--- src/rtl/fbcpu_pkg.sv ---
// Shared definitions for the FBCPU boot loader: loader state encoding
// and default RAM/stream width constants.
package fbcpu_pkg;

   localparam int DEF_AW = 6;
   localparam int DEF_DW = 10;

   typedef enum logic [2:0] {
      ST_LEN,
      ST_LOAD,
      ST_CHK,
      ST_RUN,
      ST_ERR
   } state_t;

endpackage

--- src/rtl/fbcpu_boot_mux.sv ---
// RAM port select: loader write port or FBCPU port onto the blram inputs.
// Ports: sel_cpu picks cpu_*; ld_* loader side; ram_* to blram.
import fbcpu_pkg::*;

module fbcpu_boot_mux #(
   parameter int AW = DEF_AW,
   parameter int DW = DEF_DW
) (
   input  logic          sel_cpu,
   input  logic [AW-1:0] ld_addr,
   input  logic [DW-1:0] ld_wdata,
   input  logic          ld_we,
   input  logic [AW-1:0] cpu_addr,
   input  logic [DW-1:0] cpu_wdata,
   input  logic          cpu_we,
   output logic [AW-1:0] ram_addr,
   output logic [DW-1:0] ram_wdata,
   output logic          ram_we
);

   always_comb begin
      ram_addr  = ld_addr;
      ram_wdata = ld_wdata;
      ram_we    = ld_we;
      if (sel_cpu) begin
         ram_addr  = cpu_addr;
         ram_wdata = cpu_wdata;
         ram_we    = cpu_we;
      end
   end

endmodule

--- src/rtl/fbcpu_boot_loader.sv ---
// Boot loader: takes a length header plus program words from a valid/ready
// stream, writes them to blram from address 0 with FBCPU held in reset,
// then hands the RAM port to FBCPU.
// Ports: clk, rst (sync, active-low); s_valid/s_data/s_ready stream in;
// cpu_rst to FBCPU; cpu_addr/cpu_wdata/cpu_we from FBCPU;
// ram_addr/ram_wdata/ram_we to blram; done, error status.
// Option: define FBCPU_BOOT_CHECKSUM_EN to require a trailing checksum word.
import fbcpu_pkg::*;

module fbcpu_boot_loader #(
   parameter int ADDRESS_WIDTH = DEF_AW,
   parameter int DATA_WIDTH    = DEF_DW
) (
   input  logic                     clk,
   input  logic                     rst,
   input  logic                     s_valid,
   input  logic [DATA_WIDTH-1:0]    s_data,
   output logic                     s_ready,
   output logic                     cpu_rst,
   input  logic [ADDRESS_WIDTH-1:0] cpu_addr,
   input  logic [DATA_WIDTH-1:0]    cpu_wdata,
   input  logic                     cpu_we,
   output logic [ADDRESS_WIDTH-1:0] ram_addr,
   output logic [DATA_WIDTH-1:0]    ram_wdata,
   output logic                     ram_we,
   output logic                     done,
   output logic                     error
);

   localparam int AW    = ADDRESS_WIDTH;
   localparam int DW    = DATA_WIDTH;
   localparam int CW    = AW + 1;
   localparam int DEPTH = 2 ** AW;

   state_t state, state_nx;

   logic [CW-1:0] cnt;
   logic [CW-1:0] last;
   logic [AW-1:0] ld_addr;
   logic [DW-1:0] ld_wdata;
   logic          ld_we;
   logic [31:0]   hdr;
   logic          hdr_bad;
   logic          is_last;
   logic          xfer;
   logic          sel_cpu;

`ifdef FBCPU_BOOT_CHECKSUM_EN
   logic [DW-1:0] sum;
`endif

   assign hdr     = 32'(s_data);
   assign hdr_bad = hdr > 32'(DEPTH);
   assign is_last = cnt == last;
   assign xfer    = s_valid & s_ready;

   // The final data word is still pending in ld_* during the first RUN
   // cycle; keep the loader on the port until that write has landed.
   assign sel_cpu = (state == ST_RUN) && !ld_we;

   always_comb begin
      state_nx = state;
      s_ready  = 1'b0;
      cpu_rst  = 1'b1;
      done     = 1'b0;
      error    = 1'b0;
      unique case (state)
         ST_LEN: begin
            s_ready = rst;
            if (xfer)
               state_nx = hdr_bad ? ST_ERR : ST_LOAD;
         end
         ST_LOAD: begin
            s_ready = rst;
            if (xfer && is_last)
`ifdef FBCPU_BOOT_CHECKSUM_EN
               state_nx = ST_CHK;
`else
               state_nx = ST_RUN;
`endif
         end
         ST_CHK: begin
`ifdef FBCPU_BOOT_CHECKSUM_EN
            s_ready = rst;
            if (xfer)
               state_nx = (s_data == sum) ? ST_RUN : ST_ERR;
`else
            state_nx = ST_ERR;
`endif
         end
         ST_RUN: begin
            cpu_rst = 1'b0;
            done    = 1'b1;
         end
         ST_ERR: begin
            error = 1'b1;
         end
         default: state_nx = ST_ERR;
      endcase
   end

   always_ff @(posedge clk) begin
      if (!rst)
         state <= ST_LEN;
      else
         state <= state_nx;
   end

   always_ff @(posedge clk) begin
      if (!rst) begin
         cnt      <= '0;
         last     <= '0;
         ld_we    <= 1'b0;
         ld_addr  <= '0;
         ld_wdata <= '0;
`ifdef FBCPU_BOOT_CHECKSUM_EN
         sum      <= '0;
`endif
      end else begin
         ld_we <= 1'b0;
         if (state == ST_LEN && xfer) begin
            cnt <= '0;
            // Header 0 means a full-depth image.
            last <= (hdr == 32'd0) ? CW'(DEPTH - 1) : CW'(hdr - 32'd1);
`ifdef FBCPU_BOOT_CHECKSUM_EN
            sum <= '0;
`endif
         end
         if (state == ST_LOAD && xfer) begin
            ld_we    <= 1'b1;
            ld_addr  <= cnt[AW-1:0];
            ld_wdata <= s_data;
            cnt      <= cnt + 1'b1;
`ifdef FBCPU_BOOT_CHECKSUM_EN
            sum      <= sum + s_data;
`endif
         end
      end
   end

   fbcpu_boot_mux #(
      .AW(AW),
      .DW(DW)
   ) u_mux (
      .sel_cpu   (sel_cpu),
      .ld_addr   (ld_addr),
      .ld_wdata  (ld_wdata),
      .ld_we     (ld_we),
      .cpu_addr  (cpu_addr),
      .cpu_wdata (cpu_wdata),
      .cpu_we    (cpu_we),
      .ram_addr  (ram_addr),
      .ram_wdata (ram_wdata),
      .ram_we    (ram_we)
   );

endmodule
--- config.mk ---
export PLATFORM = sky130hd
export DESIGN_NAME = fbcpu_boot_loader
export DESIGN_NICKNAME = d
export VERILOG_FILES = /design/src/rtl/fbcpu_pkg.sv /design/src/rtl/fbcpu_boot_mux.sv /design/src/rtl/fbcpu_boot_loader.sv
export SDC_FILE = /design/constraint.sdc
export NUM_CORES = 1
export LEC_CHECK = 0
export ABC_AREA = 0
export CAP_MARGIN = 25
export CORE_ASPECT_RATIO = 0.75
export CORE_MARGIN = 8
export CORE_UTILIZATION = 30
export CTS_CLUSTER_SIZE = 8
export DETAILED_ROUTE_END_ITERATION = 10
export DONT_BUFFER_PORTS = 1
export PLACE_DENSITY = 0.45
export SYNTH_ARGS = -nofsm -noshare
export SYNTH_HDL_FRONTEND = slang
export SYNTH_SLANG_ARGS = --single-unit
--- constraint.sdc ---
create_clock -name clk -period 1.77 [get_ports clk]
set_input_delay 0.2655 -clock clk [delete_from_list [all_inputs] [get_ports clk]]
set_output_delay 0.2655 -clock clk [all_outputs]
set_load 0.03 [all_outputs]
* Yosys cells after proc, flatten, opt, wreduce, memory -nomap -nowiden
Cells that the tools add are included.
** Word-level totals
- Bits in registers :: 34
- Bits in latches :: 0
- Bits in writable memories :: 0
- Memory bits (read-only) :: 0
- Bits of input ports :: 30
- Output and inout port bits :: 21
- Word-level logic and storage cells :: 43
- Memories kept :: 0
** Operators by class
- Add/subtract/negate cells :: 2
- Multipliers :: 0
- Div/mod/pow operators :: 0
- $lt $le $gt $ge :: 1
- Equality and inequality tests :: 6
- Shifts and indexed selects :: 0
- Mux-type cells :: 15
- Bitwise operators :: 2
- Reductions and logical operators :: 11
** Operators with widths (count)
- 32-bit zero test :: 1
- 7-bit two-way mux :: 3
- 10-bit by 7-bit > comparator with 1-bit output, second input constant :: 1
- 10-bit two-way mux :: 1
- 3-bit two-way mux :: 3
- 3-bit one-hot mux with 3 select lines :: 1
- 7-bit by 1-bit adder with 7-bit output, second input constant :: 1
- 7-bit == test :: 1
- 7-bit by 1-bit subtractor with 7-bit output, second input constant :: 1
- 1-bit two-way mux :: 6
- 6-bit two-way mux :: 1
- 1-bit logical AND :: 4
- 2-bit != test, second input constant :: 2
- 2-bit OR reduction :: 2
- 3-bit by 1-bit == test with 1-bit output, second input constant :: 1
- 3-bit by 2-bit == test with 1-bit output, second input constant :: 1
- 3-bit == test, second input constant :: 1
- 3-bit zero test :: 1
- 3-bit AND reduction :: 1
- 2-bit nonzero test :: 1
- 1-bit AND :: 1
- 1-bit zero test :: 1
- 1-bit NOT :: 1

* Depth between registers and ports, before layout
Gate-level depths: netlist of run 1.
- Depth after elaboration :: 7
- Gate-level depth with buffers :: 7
- Mapped depth without buffers :: 6

* Hierarchy
A second synthesis of run 1 with hierarchy kept.
** Second synthesis, totals
- Cells, all modules :: 198
- Area total of the unflattened synthesis :: 1835.5 um2
** Modules (own cells, without submodules)
- fbcpu_boot_loader :: instances 1, cells an instance 179, area each 1575.3 um2, seq. area each 680.7 um2
- fbcpu_boot_mux :: instances 1, cells an instance 19, area each 260.2 um2, seq. area each 0.0 um2

* Worst setup path after synthesis of run 1
No wires, ideal clock.
- Path kind :: reg2out
- Start point :: register state[1]
- End point :: output ram_addr[4]
- Arrival :: 1920 ps
- Data required time :: 1505 ps
- Slack :: -416 ps
- Stages on the path, launching flop included :: 8
- Path through :: dfxtp_1 buf_2 nand2_1 nor2_2 inv_2 nor2_4 buf_4 mux2_1
** Between the ends
- Cells in the longest elaborated chain, start to end :: 3
** Ends and longest elaborated chain
- start, declared :: line fbcpu_boot_loader.sv:35 : state_t state, state_nx;
- start signal, assigned :: line fbcpu_boot_loader.sv:106 : state <= state_nx;
- 3-bit by 2-bit == test with 1-bit output :: line fbcpu_boot_loader.sv:59 : assign sel_cpu = (state == ST_RUN) && !ld_we;
- 1-bit logical AND :: line fbcpu_boot_loader.sv:59
- 6-bit two-way mux :: line fbcpu_boot_mux.sv:25 : if (sel_cpu) begin
- end, declared :: line fbcpu_boot_loader.sv:23 : output logic [ADDRESS_WIDTH-1:0] ram_addr,
No other way between the ends.

* Worst setup path in the final report of run 1
- Start point :: register state[0]
- End point :: output ram_wdata[4]
** Between the ends
- Cells in the longest elaborated chain, start to end :: 3
** Ends and longest elaborated chain
- 3-bit by 2-bit == test with 1-bit output :: line fbcpu_boot_loader.sv:59
- 1-bit logical AND :: line fbcpu_boot_loader.sv:59
- 10-bit two-way mux :: line fbcpu_boot_mux.sv:25
- end, declared :: line fbcpu_boot_loader.sv:24 : output logic [DATA_WIDTH-1:0] ram_wdata,
No other way between the ends.

==> flow_summary.html, run 1 <==
<table>
<tr><th>Metric</th><th>Value</th></tr>
<tr><th colspan="2">Run status</th></tr>
<tr><td>Outcome</td><td>finished with violations</td></tr>
<tr><td>Violations in the final reports</td><td>setup timing</td></tr>
<tr><th colspan="2">Routing</th></tr>
<tr><td>Met2 wire length</td><td>1.88 mm</td></tr>
<tr><td>Wire length on met3</td><td>372 um</td></tr>
<tr><td>Detailed router's first-iteration violation count</td><td>49</td></tr>
<tr><td>Wire length on met1</td><td>2.27 mm</td></tr>
<tr><td>Remaining antenna violation count</td><td>0</td></tr>
<tr><td>TritonRoute pass-1 iters</td><td>4</td></tr>
<tr><td>Vias per cell</td><td>4.87</td></tr>
<tr><td>Final routed DRC violation total</td><td>0</td></tr>
<tr><td>Via total after detailed routing</td><td>1,431</td></tr>
<tr><td>DR top layer</td><td>met4</td></tr>
<tr><td>Drt total wl</td><td>4.58 mm</td></tr>
<tr><td>Drt wl/cell</td><td>15.6 um</td></tr>
<tr><th colspan="2">Synth</th></tr>
<tr><td>Syn Nets</td><td>238</td></tr>
<tr><td>Share of the yosys chip area belonging to registers</td><td>37.8%</td></tr>
<tr><td>Synthesized area per cell</td><td>8.73 um^2</td></tr>
<tr><td>FF+latch count, synth</td><td>34</td></tr>
<tr><td>Post-synthesis instance total</td><td>206</td></tr>
<tr><td>Main area contributors after synthesis</td><td>dfxtp_1 (38%), nand2_1 (8.8%), mux2_1 (6.3%), a21boi_0 (4.6%), a21boi_1 (4.2%)</td></tr>
<tr><td>Post-synthesis instance area</td><td>1800 um^2</td></tr>
<tr><td>Unique masters post-synth</td><td>44</td></tr>
<tr><td>Number of warning messages in the yosys log</td><td>0</td></tr>
<tr><td>Post-synth top area share</td><td>37.8%</td></tr>
<tr><td>Biggest area consumer among synthesized cells</td><td>dfxtp_1</td></tr>
<tr><th colspan="2">CTS</th></tr>
<tr><td>Clock Tree Root</td><td>clkbuf_8</td></tr>
<tr><td>Clock sink count</td><td>34</td></tr>
<tr><td>Inserted Clock Buffers</td><td>5</td></tr>
<tr><td>Source-to-sink clock delay at the later pin of the worst-skew pair</td><td>0.28 ns</td></tr>
<tr><td>Count of H-tree levels built during CTS</td><td>2</td></tr>
<tr><td>Hold buffer count at cts</td><td>0</td></tr>
<tr><td>Bufs on Longest Clock Path</td><td>2</td></tr>
<tr><td>TritonCTS clock tree</td><td>done</td></tr>
<tr><td>Clock transition at the registers of the reported paths</td><td>0.07 ns</td></tr>
<tr><th colspan="2">Critical path</th></tr>
<tr><td>Max incr delay on CP</td><td>0.37 ns</td></tr>
<tr><td>Startpoint of the worst-slack reg-to-reg timing path</td><td>state[1]$_SDFFE_PN0P_</td></tr>
<tr><td>Critical path cell sequence</td><td>nand2_4, nor2_4, inv_4, nor2_4, buf_12, mux2_4</td></tr>
<tr><td>Cell with the biggest individual delay on the critical path</td><td>mux2_4</td></tr>
<tr><td>WP data required</td><td>1.50 ns</td></tr>
<tr><td>CP arrival</td><td>1.54 ns</td></tr>
<tr><td>CP max FO</td><td>16</td></tr>
<tr><td>Type of element launching the critical path</td><td>register</td></tr>
<tr><td>Worst setup path category</td><td>reg2out</td></tr>
<tr><td>Endpoint class of the critical path</td><td>primary output</td></tr>
<tr><td>Cell occurring most often along the worst timing path</td><td>nor2_4</td></tr>
<tr><td>CP Launch Point</td><td>state[0]$_SDFFE_PN0P_</td></tr>
<tr><th colspan="2">Global routing</th></tr>
<tr><td>GRT overflow</td><td>0</td></tr>
<tr><td>Wire length of the first global-routing pass</td><td>7.44 mm</td></tr>
<tr><td>Number of antenna violations at the first check in global routing</td><td>0</td></tr>
<tr><td>Aggregate global-route resource usage</td><td>10.5%</td></tr>
<tr><td>Via count of the first global-routing pass</td><td>1,432</td></tr>
<tr><td>Pin count of the biggest net entering global routing</td><td>37</td></tr>
<tr><th colspan="2">STA</th></tr>
<tr><td>Tightest slew margin relative to the limit</td><td>69.6%</td></tr>
<tr><td>Setup repair after global routing missed its margin</td><td>yes</td></tr>
<tr><td>F_max</td><td>555 MHz</td></tr>
<tr><td>Count of endpoints failing setup in the final report</td><td>16</td></tr>
<tr><td>Worst clock skew on the final layout</td><td>0.00228 ns</td></tr>
<tr><td>Aggregate negative setup slack</td><td>-0.470 ns</td></tr>
<tr><td>Final critical delay including setup and external delays</td><td>1.80 ns</td></tr>
<tr><td>Final cycle utilization of the critical path</td><td>102%</td></tr>
<tr><td>Final worst-path setup slack</td><td>-0.0323 ns</td></tr>
<tr><td>Final max-slew violation count</td><td>0</td></tr>
<tr><td>Final hold vios</td><td>0</td></tr>
<tr><td>Slew at the pin closest to its max-slew limit</td><td>0.455 ns</td></tr>
<tr><th colspan="2">Floorplanning</th></tr>
<tr><td>Die height</td><td>83.1 um</td></tr>
<tr><td>Effective utilization at floorplan</td><td>31.0%</td></tr>
<tr><td>Die area</td><td>8760 um^2</td></tr>
<tr><td>Io pins</td><td>51</td></tr>
<tr><td>Std-Cell Rows</td><td>24</td></tr>
<tr><td>Die W</td><td>105 um</td></tr>
<tr><td>Placeable Area</td><td>5800 um^2</td></tr>
<tr><th colspan="2">Placement</th></tr>
<tr><td>Gpl congestion</td><td>0.754</td></tr>
<tr><td>Port buffer count</td><td>0</td></tr>
<tr><td>Detailed placement HPWL</td><td>3.43 mm</td></tr>
<tr><th colspan="2">Finish</th></tr>
<tr><td>Number of antenna cells inserted</td><td>0</td></tr>
<tr><td>Area overhead of the layout relative to synthesis</td><td>17.7%</td></tr>
<tr><td>Net count reported at finish</td><td>247</td></tr>
<tr><td>Fraction of final layout cells with drive strength greater than 1</td><td>21.8%</td></tr>
<tr><th colspan="2">Worst hold path</th></tr>
<tr><td>Worst hold path class</td><td>in2reg</td></tr>
<tr><td>Start point of the worst hold path</td><td>s_data[0]</td></tr>
<tr><th colspan="2">Pwr</th></tr>
<tr><td>Maximum vdd drop</td><td>0.274 mV</td></tr>
<tr><td>Leakage</td><td>0.778 nW</td></tr>
<tr><td>Power density relative to cell area</td><td>716 nW/um^2</td></tr>
<tr><td>Total power consumption of the routed design</td><td>0.00152 W</td></tr>
<tr><th colspan="2">Job</th></tr>
<tr><td>Count of maximum capacitance violations</td><td>0</td></tr>
</table>
## worst paths after layout
check	endpoint	slack (ns)	depth (start not counted)
setup / recovery	ram_wdata[4]	-0.03	6
hold / removal	last[0]$_SDFFE_PN0P_	0.07	1
setup reg to reg	ld_wdata[6]$_SDFFE_PN0P_	0.28	6
hold reg to reg	ld_wdata[8]$_SDFFE_PN0P_	0.45	2
## cells in the mapped netlist, drive strengths merged
| cell | n |
|---|---|
| nand2 | 43 |
| and2 | 1 |
| nor4 | 1 |
| or3b | 1 |
| nand4b | 2 |
| a21boi | 21 |
| o32ai | 1 |
| nor3b | 3 |
| a21oi | 7 |
| nor4b | 1 |
| a21o | 1 |
| o31ai | 1 |
| nor3 | 4 |
| o21ai | 11 |
| a31oi | 2 |
| or3 | 2 |
| clkbuf | 4 |
| ha | 2 |
| o21a | 3 |
| dfxtp | 34 |
| o211ai | 2 |
| nor2b | 1 |
| nand2b | 5 |
| inv | 6 |
| buf | 5 |
| nand3b | 1 |
| nand3 | 5 |
| or2 | 2 |
| nor2 | 2 |
| and3 | 1 |
| o311a | 1 |
| xor2 | 1 |
| xnor2 | 8 |
| mux2 | 16 |
| o211a | 2 |
| nand4 | 2 |
| and4bb | 1 |
## routing by layer
layer	vias up	GRT usage, %
li1	741	-
met5	-	0
met1	644	14.1
met3	8	4.01
met4	0	3.75
met2	38	14.8
## worst max-delay path, delay by kind of cell, from the launching register on
family / cells / cell delay (ns)
muxes: 1 / 0.37
buffers and inverters: 2 / 0.22
and+or+nand+nor: 3 / 0.29
DFF: 1 / 0.35
## final cells by class
| class | count | area (um^2) |
|---|---|---|
| Multi-Input combinational cell | 157 | 1120 |
| Tap cell | 78 | 97.6 |
| Sequential cell | 34 | 684 |
| Clock buffer | 7 | 86.3 |
| Clock inverter | 1 | 5.00 |
| Fill cell | 613 | 3680 |
| Timing Repair Buffer | 11 | 95.1 |
| Inverter | 6 | 25.0 |
## where the power goes
group	internal [W]	switching (W)
registers	0.000780	0.0000155
logic	0.0000597	0.0000597
clock network	0.000314	0.000288
## what timing repair did
item	CTS	global route
buffers inserted	0	0
gates resized for setup	7	0
setup endpoints to repair	16	16
hold endpoints to repair	0	0
## sequential cells by signal, indices dropped and copies added (netlist names)
signal / count
ld_we: 1
ld_addr: 6
last: 7
cnt: 7
state: 3
ld_wdata: 10
## metrics by stage
step	cell area (um^2)	util [%]	hold slack [ns]	instances	setup slack, ns
after global placement	2000	34.5	0.363	286	0.210
after global routing	2120	36.5	0.0511	294	-0.105
after detailed placement	2000	34.5	0.370	286	0.187
after floorplan	1870	-	0.356	206	-0.0882
final	2120	36.5	0.0664	294	-0.0323
after CTS	2120	36.5	0.0568	294	-0.0618
## cell families after synthesis
| group | Yosys count | share of synthesized area (%) |
|---|---|---|
| buf+inv | 15 | 3.75 |
| simple gates | 78 | 23.1 |
| xor+xnor | 9 | 4.38 |
| flops | 34 | 37.8 |
| fa+ha+maj | 2 | 1.39 |
| mux | 16 | 10.0 |
| compound gates | 52 | 19.5 |
## cells in the final DEF, fill, tap and decap left out, types with 3 or more instances in the layout
| cell | count |
|---|---|
| nand2_1 | 41 |
| dfxtp_1 | 31 |
| mux2_4 | 16 |
| o21ai_0 | 11 |
| a21boi_0 | 11 |
| a21boi_1 | 10 |
| buf_4 | 10 |
| xnor2_1 | 8 |
| a21oi_1 | 7 |
| clkbuf_8 | 6 |
| nand2b_1 | 5 |
| nand3_1 | 5 |
| inv_1 | 4 |
| nor3_1 | 4 |
| nor3b_1 | 3 |
| o21a_1 | 3 |
| dfxtp_2 | 3 |
No activity file was read; power rests on OpenSTA's default activity.
==> inputs of run 2 (changes only) <==
CTS_BUF_LIST = sky130_fd_sc_hd__clkbuf_2 sky130_fd_sc_hd__clkbuf_4 sky130_fd_sc_hd__clkbuf_8   (was unset)
==> run 2 against run 1 <==
The flow still finishes with violations (setup timing); largest cell class unchanged; critical path type unchanged; critical path depth is the same; sequential cell count is the same; cell count is the same; clock skew is essentially flat; largest power group unchanged; power grew 0.92%.
==> flow_summary.html, run 2 (synthesis results as in run 1) <==
<table>
<tr><th>Metric</th><th>Value</th></tr>
<tr><th colspan="2">Critical path</th></tr>
<tr><td>Cell with the biggest individual delay on the critical path</td><td>mux2_4</td></tr>
<tr><td>Total buffers and inverters traversed by the critical path</td><td>2 (unchanged)</td></tr>
<tr><td>Minimum setup slack among reg-to-reg paths</td><td>0.28 ns (about the same)</td></tr>
<tr><td>Type of element launching the critical path</td><td>register</td></tr>
<tr><td>WP data required</td><td>1.50 ns (about the same)</td></tr>
<tr><td>Worst setup path category</td><td>reg2out</td></tr>
<tr><td>Cell family contributing the most delay on the critical path</td><td>multiplexers</td></tr>
<tr><td>Critical path cell sequence</td><td>nand2_4, nor2_4, inv_4, nor2_4, buf_12, mux2_4</td></tr>
<tr><td>Max incr delay on CP</td><td>0.37 ns (about the same)</td></tr>
<tr><td>Cell occurring most often along the worst timing path</td><td>nor2_4</td></tr>
<tr><td>CP max FO</td><td>16 (unchanged)</td></tr>
<tr><td>CP arrival</td><td>1.54 ns (about the same)</td></tr>
<tr><td>Endpoint class of the critical path</td><td>primary output</td></tr>
<tr><th colspan="2">STA</th></tr>
<tr><td>Count of endpoints failing setup in the final report</td><td>16 (unchanged)</td></tr>
<tr><td>Final max-slew violation count</td><td>0 (unchanged)</td></tr>
<tr><td>Tightest slew margin relative to the limit</td><td>68.8% (-0.75 points)</td></tr>
<tr><td>Final hold vios</td><td>0 (unchanged)</td></tr>
<tr><td>Setup repair after global routing missed its margin</td><td>yes</td></tr>
<tr><td>Final cycle utilization of the critical path</td><td>102% (about the same)</td></tr>
<tr><td>F_max</td><td>555 MHz (about the same)</td></tr>
<tr><td>Worst clock skew on the final layout</td><td>0.00248 ns (+0.000197 ns)</td></tr>
<tr><td>Final Hold Slack</td><td>0.0667 ns (+0.000273 ns)</td></tr>
<tr><td>Final critical delay including setup and external delays</td><td>1.80 ns (+0.000183 ns)</td></tr>
<tr><td>Slew at the pin closest to its max-slew limit</td><td>0.467 ns (+0.0112 ns)</td></tr>
<tr><td>Aggregate negative setup slack</td><td>-0.472 ns (-0.00218 ns)</td></tr>
<tr><td>Final worst-path setup slack</td><td>-0.0325 ns (-0.000183 ns)</td></tr>
<tr><th colspan="2">Global routing</th></tr>
<tr><td>Aggregate global-route resource usage</td><td>10.5% (+0.016 points)</td></tr>
<tr><td>GRT overflow</td><td>0 (unchanged)</td></tr>
<tr><td>Wire length of the first global-routing pass</td><td>7.45 mm (+0.19%)</td></tr>
<tr><td>Number of antenna violations at the first check in global routing</td><td>0 (unchanged)</td></tr>
<tr><td>Via count of the first global-routing pass</td><td>1,434 (+0.14%)</td></tr>
<tr><td>Pin count of the biggest net entering global routing</td><td>37 (unchanged)</td></tr>
<tr><th colspan="2">Routing</th></tr>
<tr><td>Drt total wl</td><td>4.57 mm (-0.17%)</td></tr>
<tr><td>Detailed router's first-iteration violation count</td><td>54 (+10%)</td></tr>
<tr><td>TritonRoute pass-1 iters</td><td>4 (unchanged)</td></tr>
<tr><td>Vias per cell</td><td>4.90 (+0.63%)</td></tr>
<tr><td>Via total after detailed routing</td><td>1,440 (+0.63%)</td></tr>
<tr><td>Final routed DRC violation total</td><td>0 (unchanged)</td></tr>
<tr><td>Drt wl/cell</td><td>15.5 um (-0.17%)</td></tr>
<tr><td>Remaining antenna violation count</td><td>0 (unchanged)</td></tr>
<tr><th colspan="2">Placement</th></tr>
<tr><td>Gpl congestion</td><td>0.754 (unchanged)</td></tr>
<tr><td>Detailed placement HPWL</td><td>3.43 mm (unchanged)</td></tr>
<tr><td>Port buffer count</td><td>0 (unchanged)</td></tr>
<tr><td>DP Cell Count</td><td>286 (unchanged)</td></tr>
<tr><th colspan="2">Finish</th></tr>
<tr><td>Leading cell types in the layout, fill and taps excluded</td><td>nand2_1 (41), dfxtp_1 (31), mux2_4 (16)</td></tr>
<tr><td>Number of antenna cells inserted</td><td>0 (unchanged)</td></tr>
<tr><td>Register ranked first by flip-flop count</td><td>ld_wdata</td></tr>
<tr><td>Fraction of final layout cells with drive strength greater than 1</td><td>22.2% (+0.46 points)</td></tr>
<tr><td>Fin util</td><td>36.6% (+0.065 points)</td></tr>
<tr><td>Number of non-filler instances in the completed layout</td><td>294 (unchanged)</td></tr>
<tr><td>Net count reported at finish</td><td>247 (unchanged)</td></tr>
<tr><td>Commonest non-fill, non-tap cell in the layout</td><td>nand2_1</td></tr>
<tr><td>Max reg flops</td><td>10 (unchanged)</td></tr>
<tr><td>Area overhead of the layout relative to synthesis</td><td>17.9%</td></tr>
<tr><td>Biggest registers after layout</td><td>ld_wdata: 10 flops, cnt: 7 flops, last: 7 flops</td></tr>
<tr><th colspan="2">Job</th></tr>
<tr><td>Count of maximum capacitance violations</td><td>0 (unchanged)</td></tr>
<tr><th colspan="2">Run status</th></tr>
<tr><td>Violations in the final reports</td><td>setup timing</td></tr>
<tr><td>Outcome</td><td>finished with violations</td></tr>
<tr><th colspan="2">Floorplanning</th></tr>
<tr><td>Die W</td><td>105 um (unchanged)</td></tr>
<tr><td>Placeable Area</td><td>5800 um^2 (unchanged)</td></tr>
<tr><td>Die height</td><td>83.1 um (unchanged)</td></tr>
<tr><td>Die area</td><td>8760 um^2 (unchanged)</td></tr>
<tr><td>Io pins</td><td>51 (unchanged)</td></tr>
<tr><td>Effective utilization at floorplan</td><td>31.0% (unchanged)</td></tr>
<tr><td>Std-Cell Rows</td><td>24 (unchanged)</td></tr>
<tr><th colspan="2">CTS</th></tr>
<tr><td>Clock transition at the registers of the reported paths</td><td>0.07 ns (about the same)</td></tr>
<tr><td>Number of setup buffers added after CTS</td><td>0 (unchanged)</td></tr>
<tr><td>Clock sink count</td><td>34 (unchanged)</td></tr>
<tr><td>Inserted Clock Buffers</td><td>5 (unchanged)</td></tr>
<tr><td>TritonCTS clock tree</td><td>done</td></tr>
<tr><td>Count of H-tree levels built during CTS</td><td>2 (unchanged)</td></tr>
<tr><td>Clock Tree Root</td><td>clkbuf_8</td></tr>
<tr><td>Bufs on Longest Clock Path</td><td>2 (unchanged)</td></tr>
<tr><td>Source-to-sink clock delay at the later pin of the worst-skew pair</td><td>0.28 ns (about the same)</td></tr>
<tr><th colspan="2">Pwr</th></tr>
<tr><td>Maximum vdd drop</td><td>0.274 mV (about the same)</td></tr>
<tr><td>Total power consumption of the routed design</td><td>0.00153 W (+0.92%)</td></tr>
<tr><td>Leakage</td><td>0.781 nW (+0.44%)</td></tr>
<tr><td>Power density relative to cell area</td><td>722 nW/um^2 (+0.74%)</td></tr>
<tr><th colspan="2">Worst hold path</th></tr>
<tr><td>Worst hold path class</td><td>in2reg</td></tr>
</table>
[run 2: cell counts in the layout (fill, tap and decap cells not counted)]
Identical to the previous run, type by type.
[run 2: timing repair]
action / in CTS / in global routing
endpoints found under the setup margin: 16 / 16
resized for setup: 7 / 0
hold buffers: 0 / 0
[run 2: area by class of cell]
class                           instances  area (um^2)
Multi-Input combinational cell        157         1120
Clock buffer                            7         90.1
Inverter                                6         25.0
Sequential cell                        34          684
Fill cell                             614         3670
Tap cell                               78         97.6
Clock inverter                          1         5.00
Timing Repair Buffer                   11         95.1
[run 2: metrics by stage]
stage,setup slack (ns),area [um^2]
2_1_floorplan,-0.0882,1870
3_3_place_gp,0.210,2000
3_5_place_dp,0.187,2000
4_1_cts,-0.0618,2120
5_1_grt,-0.105,2120
6_report,-0.0325,2120
[run 2: final timing paths]
kind / startpoint / to / depth (start not counted)
hold / removal: s_data[0] / last[0]$_SDFFE_PN0P_ / 1
setup / recovery: state[0]$_SDFFE_PN0P_ / ram_wdata[4] / 6
hold reg to reg: ld_wdata[8]$_SDFFE_PN0P_ / ld_wdata[8]$_SDFFE_PN0P_ / 2
setup reg to reg: state[1]$_SDFFE_PN0P_ / cnt[3]$_SDFFE_PN0P_ / 6
[run 2: power by group]
group          switching [W]  total, W  leakage, nW  internal [W]
logic              0.0000598  0.000119        0.453     0.0000597
registers          0.0000155  0.000796        0.276      0.000780
clock network       0.000286  0.000615       0.0517      0.000329
total               0.000361   0.00153        0.781       0.00117
[run 2: per-layer routing]
layer / vias up / wire (um) / global-route usage, %
met1: 652 / 2250 / 14.2
met2: 38 / 1890 / 14.8
met4: 0 / 57 / 3.75
met3: 8 / 372 / 4.01
met5: - / 0 / 0
li1: 742 / - / -
[run 2: worst register-to-register path, delay by kind of cell, from the launching register on]
family | cells | cell delay, ns
compound gates | 1 | 0.14
simple gates | 3 | 0.55
buf+inv | 2 | 0.41
flops | 1 | 0.34
